[src/rtl/npu_pkg.sv]
// Shared widths, int8 limits and the requantisation helpers.
// sat_acc clamps the bias sum; round_shift_sat rounds, applies ReLU and clamps.
package npu_pkg;

    localparam int ACC_W   = 32;
    localparam int MULT_W  = 16;
    localparam int SHIFT_W = 5;
    localparam int OUT_W   = 8;
    localparam int CNT_W   = 16;
    localparam int PROD_W  = ACC_W + MULT_W + 1;
    localparam int R_W     = PROD_W + 1;

    localparam logic signed [OUT_W-1:0] INT8_MAX = OUT_W'(127);
    localparam logic signed [OUT_W-1:0] INT8_MIN = OUT_W'(-128);

    localparam logic signed [R_W-1:0] R_MAX = R_W'(127);
    localparam logic signed [R_W-1:0] R_MIN = R_W'(-128);

    typedef struct packed {
        logic signed [OUT_W-1:0] val;
        logic                    sat;
    } rq_res_t;

    // Overflow of the ACC_W+1 bit sum shows up as the top two bits differing.
    function automatic logic signed [ACC_W-1:0] sat_acc(
        input logic signed [ACC_W:0] s
    );
        if (s[ACC_W] != s[ACC_W-1]) begin
            sat_acc = s[ACC_W] ? {1'b1, {(ACC_W-1){1'b0}}}
                               : {1'b0, {(ACC_W-1){1'b1}}};
        end else begin
            sat_acc = s[ACC_W-1:0];
        end
    endfunction

    // One guard bit above the product keeps the rounding add from overflowing.
    function automatic rq_res_t round_shift_sat(
        input logic signed [PROD_W-1:0] p,
        input logic        [SHIFT_W-1:0] sh,
        input logic                      relu
    );
        logic signed [R_W-1:0] r;
        logic signed [R_W-1:0] half;
        rq_res_t               res;
        r    = {p[PROD_W-1], p};
        half = '0;
        if (sh != '0) begin
            half = R_W'(1) << (sh - SHIFT_W'(1));
            r    = (r + half) >>> sh;
        end
        if (relu && r[R_W-1]) begin
            r = '0;
        end
        res.sat = 1'b0;
        res.val = r[OUT_W-1:0];
        if (r > R_MAX) begin
            res.val = INT8_MAX;
            res.sat = 1'b1;
        end else if (r < R_MIN) begin
            res.val = INT8_MIN;
            res.sat = 1'b1;
        end
        return res;
    endfunction

endpackage

[src/rtl/npu_requant.sv]
// Requantisation output stage: bias add, fixed-point scale, round-shift,
// ReLU and int8 saturation in a 3-stage pipe with whole-pipe stall.
// Ports: clk/rst, in_valid/in_ready + acc_in/bias/mult/shift/relu_en,
// out_valid/out_ready + out_data, busy, sat_cnt (saturated output beats).
module npu_requant
    import npu_pkg::*;
#(
    parameter int ACC_W   = npu_pkg::ACC_W,
    parameter int MULT_W  = npu_pkg::MULT_W,
    parameter int SHIFT_W = npu_pkg::SHIFT_W,
    parameter int OUT_W   = npu_pkg::OUT_W,
    parameter int CNT_W   = npu_pkg::CNT_W
) (
    input  logic               clk,
    input  logic               rst,
    input  logic               in_valid,
    output logic               in_ready,
    input  logic [ACC_W-1:0]   acc_in,
    input  logic [ACC_W-1:0]   bias,
    input  logic [MULT_W-1:0]  mult,
    input  logic [SHIFT_W-1:0] shift,
    input  logic               relu_en,
    output logic               out_valid,
    input  logic               out_ready,
    output logic [OUT_W-1:0]   out_data,
    output logic               busy,
    output logic [CNT_W-1:0]   sat_cnt
);

    localparam int P_W = ACC_W + MULT_W + 1;

    logic                    v1_q, v2_q, v3_q;
    logic signed [ACC_W-1:0] s1_q, s1_d;
    logic signed [P_W-1:0]   p_q, p_d;
    logic signed [OUT_W-1:0] out_q;
    logic                    sat3_q;
    logic [CNT_W-1:0]        sat_cnt_q;
    logic signed [ACC_W:0]   sum;
    rq_res_t                 res;
    logic                    adv;

    // Every stage moves together; a full last stage blocks the whole pipe.
    assign adv      = !v3_q || out_ready;
    assign in_ready = adv;

    always_comb begin
        sum  = {acc_in[ACC_W-1], acc_in} + {bias[ACC_W-1], bias};
        s1_d = sat_acc(sum);
        p_d  = P_W'(s1_q) * P_W'($signed({1'b0, mult}));
        res  = round_shift_sat(p_q, shift, relu_en);
    end

    always_ff @(posedge clk) begin
        if (rst) begin
            v1_q      <= 1'b0;
            v2_q      <= 1'b0;
            v3_q      <= 1'b0;
            s1_q      <= '0;
            p_q       <= '0;
            out_q     <= '0;
            sat3_q    <= 1'b0;
            sat_cnt_q <= '0;
        end else begin
            if (adv) begin
                v1_q   <= in_valid;
                v2_q   <= v1_q;
                v3_q   <= v2_q;
                s1_q   <= s1_d;
                p_q    <= p_d;
                out_q  <= res.val;
                sat3_q <= res.sat;
            end
            // Counter sticks at all-ones instead of wrapping.
            if (v3_q && out_ready && sat3_q && sat_cnt_q != '1) begin
                sat_cnt_q <= sat_cnt_q + CNT_W'(1);
            end
        end
    end

    assign out_valid = v3_q;
    assign out_data  = out_q;
    assign busy      = v1_q | v2_q | v3_q;
    assign sat_cnt   = sat_cnt_q;

endmodule

[config.mk]
export PLATFORM = sky130hd
export DESIGN_NAME = npu_requant
export DESIGN_NICKNAME = d
export VERILOG_FILES = /design/src/rtl/npu_pkg.sv /design/src/rtl/npu_requant.sv
export SDC_FILE = /design/constraint.sdc
export NUM_CORES = 2
export LEC_CHECK = 0
export ABC_AREA = 1
export CAP_MARGIN = 20
export CORE_ASPECT_RATIO = 1.4
export CORE_MARGIN = 1.5
export CORE_UTILIZATION = 53
export DETAILED_ROUTE_END_ITERATION = 6
export GPL_ROUTABILITY_DRIVEN = 1
export PLACE_DENSITY = 0.71
export SETUP_SLACK_MARGIN = 0.4
export SKIP_LAST_GASP = 1
export SLEW_MARGIN = 25
export SYNTH_ARGS = -nofsm -noshare
export SYNTH_HDL_FRONTEND = slang
export SYNTH_SLANG_ARGS = --single-unit
[constraint.sdc]
create_clock -name clk -period 10.8 [get_ports clk]
set_input_delay 3.24 -clock clk [delete_from_list [all_inputs] [get_ports clk]]
set_output_delay 3.24 -clock clk [all_outputs]
set_load 0.01 [all_outputs]
==> results.py <==
metrics = {
    "clock_network": {
        "post-cts-setup-buffer-count": 0,
        "postCtsResizedCells": 0,
        "clk_root_buffer_cell": "sky130_fd_sc_hd__clkbuf_16",
        "cts_max_level": 3,
        "clk-insertion-delay-late_ns": 0.41,
        "cts_max_path_buffers": 2,
        "ctsHoldBuffers": 0,
        "clock_sink_count": 109,
        "cts_tree": "yes",
        "clkSlewWorstSetupHoldPaths_ns": 0.09,
        "tritoncts.num_buffers": 9,
    },
    "routing": {
        "first_pass_iters": 6,
        "post-route-drc-count": 0,
        "wirelength_um": 96930,
        "initialDrtViolationCount": 1964,
        "routedWlPerCell_um": 17.69,
        "final_antenna_net_count": 0,
        "route.vias.total": 29460,
        "average_via_count_per_standard_cell": 5.376,
    },
    "yosys": {
        "avgSynthCellArea_um2": 6.633,
        "synth_async_sr_flop_share_pct": 0,
        "cell_variety_after_synth": 55,
        "synth.area.top_cells": "sky130_fd_sc_hd__fa_1 31%, sky130_fd_sc_hd__nand2_1 16%, sky130_fd_sc_hd__inv_1 13%",
        "synth_top_flop_cell": "sky130_fd_sc_hd__dfxtp_1",
        "ys_seq_area_share_pct": 6.934,
        "syn-cell-area_um2": 31470,
        "synth_enable_flop_cells": 0,
        "syn-instance-count": 4745,
        "yosysTopAreaCell": "sky130_fd_sc_hd__fa_1",
        "ys_seq_elements": 109,
        "synth.net_count": 5508,
        "synth-warning-count": 0,
        "netlist.area_leader.share_pct": 31.23,
    },
    "setup_path": {
        "cp_data_arrival_time_ns": 10.24,
        "crit-reg2reg-capture": "p_q[47]",
        "reg2reg_depth": 25,
        "required_ns": 11.12,
        "regToRegSetupSlack_ns": 3.51,
        "crit_end": "p_q[42]",
        "cpPeakStageDelay_ns": 0.68,
        "worstSetupEndpointType": "flip-flop",
        "timing.critical_path.fanout_max": 13,
        "slowest_cell_on_the_critical_path": "sky130_fd_sc_hd__clkdlybuf4s50_1",
        "worst_setup_path_start_kind": "input port",
        "crit_start": "mult[2]",
        "r2r_startpoint": "s1_q[7]",
        "path_class": "input port to flip-flop",
        "critical_path.most_common_cell": "sky130_fd_sc_hd__inv_1",
    },
    "timing": {
        "max_freq_mhz": 100.8,
        "tightest_slew_ns": 0.9905,
        "fin_worst_skew_ns": 0.01312,
        "relSlewSlack_pct": 33.81,
        "fin_setup_tns_ns": 0,
        "drv_slew": 0,
        "hold_violations": 0,
        "final_critical_path_setup_slack_ns": 0.8783,
        "final.min_clock_period_ns": 9.922,
        "grt_setup_unrepaired": "false",
        "setup_violations": 0,
        "final.period_utilization_pct": 91.87,
        "timing.hold.ws_ns": 0.4772,
    },
    "hold_path": {
        "worstHoldStart": "sat_cnt[8]",
        "hold_class": "flip-flop to flip-flop",
    },
    "layout": {
        "most_common_cell_after_layout_fill_and_taps_aside": "sky130_fd_sc_hd__nand2_1",
        "area_growth_syn_to_layout_pct": 6.365,
        "layout_common_cells": "1308 x sky130_fd_sc_hd__nand2_1, 1104 x sky130_fd_sc_hd__inv_1, 491 x sky130_fd_sc_hd__fa_1",
        "antenna_cells": 0,
        "layout.cell_area.non_filler_um2": 33470,
        "post_route_cells_drive_above_1_share_pct": 3.362,
        "fillCellCount": 5905,
        "nNetsFinal": 5488,
    },
    "placement": {
        "dpl_worst_slack_ns": 0.4779,
        "detailed_place_hpwl_um": 81720,
        "io_buffer_count": 116,
        "gp_routability_congestion": 1.008,
        "place_area_um2": 33170,
    },
    "run": {
        "maxCapViolCount": 0,
    },
    "global_routing": {
        "maximum_number_of_pins_on_one_net_before_global_route_repair": 73,
        "grt_antenna_before_repair": 0,
        "grt_pass1_wl_um": 156900,
        "grt.overflow.total": 0,
        "globalRouteTotalUtil_pct": 32.82,
        "grt_pass1_vias": 30210,
    },
    "floorplan": {
        "design.core.area_um2": 58590,
        "ios": 117,
        "placementRows": 105,
        "die-area_um2": 60870,
        "dieHeight_um": 291.3,
        "initial_utilization_pct": 53.71,
        "fp.dieW_um": 208.9,
    },
    "run_status": {
        "status": "complete, no violations",
    },
}
sequential cells by signal (all words and copies together) (netlist names):
name	cells
p_q	49
s1_q	32
sat_cnt	16
out_data	8
out_valid	1
sat3_q	1
v1_q	1
v2_q	1
kinds of logic (layout without fill, tap and decap cells):
logic type               after synthesis  count (layout)  share of synthesized area (%)
flip-flops                           109             109                          6.934
AO/OA/AOI/OAI                        468             468                          8.492
AND/OR/NAND/NOR                     2072            2072                          27.45
adder cells (fa/ha/maj)              673             673                          38.47
multiplexers                           1               1                        0.03181
XOR/XNOR                              90              90                          2.505
buffers and inverters               1332            1317                          16.12
layout make-up:
cell class                 instances  area, um^2  share of cell area (%)
clock buffer                       9       225.2                  0.6728
timing repair buffer             178        1612                   4.814
multi-input combinational       3304       24230                   72.38
clock inverter                     7       75.07                  0.2243
sequential                       109        2182                   6.519
tap                              749       937.1                   2.800
inverter                        1123        4215                   12.59
Yosys cell counts (all sizes together), types with 2 or more instances:
cell type / count
a211oi: 3
buf: 56
nor4: 6
dfxtp: 109
nor3b: 2
o2111ai: 6
and2: 2
o211ai: 27
nand2: 1319
clkinv: 5
o21a: 13
xor2: 55
nor3: 22
o31ai: 2
o21ai: 151
a21oi: 209
xnor2: 35
a21o: 3
a31oi: 16
nand4: 30
nand3b: 5
ha: 182
nand3: 440
o21bai: 21
clkbuf: 153
a21boi: 9
inv: 1118
nor2: 244
fa: 491
o221ai: 3
worst max-delay path: cells and delay by family:
kind / cells / cell delay [ns]
XOR/XNOR: 1 / 0.16
AND/OR/NAND/NOR: 1 / 0.08
AO/OA/AOI/OAI: 12 / 2.33
buffers and inverters: 8 / 1.31
adder cells (fa/ha/maj): 7 / 3.12
worst min path at each step:
stage	end	slack, ns	cells after the start
global placement	sat_cnt[8]	0.46	2
floorplan	v2_q	0.45	2
global route	sat_cnt[8]	0.50	2
finish	sat_cnt[8]	0.48	2
CTS	sat_cnt[8]	0.48	2
detailed placement	sat_cnt[8]	0.46	2
through the flow:
| step | instances | util, % |
|---|---|---|
| after floorplan | 4745 | - |
| after global placement | 5463 | 56.62 |
| after detailed placement | 5463 | 56.62 |
| after CTS | 5479 | 57.13 |
| after global routing | 5479 | 57.13 |
| final | 5479 | 57.13 |
routing by layer:
metal / global-route usage, % / part of all wire [%] / vias to the layer above
li1: - / - / 14220
met1: 38.58 / 39 / 13920
met2: 57.60 / 49 / 1025
met3: 2.945 / 5.2 / 290
met4: 20.52 / 6.9 / 0
met5: 0 / 0 / -
Power is not shown: default switching activity piles up to over one toggle a cycle in this logic, so the estimate is an artifact.
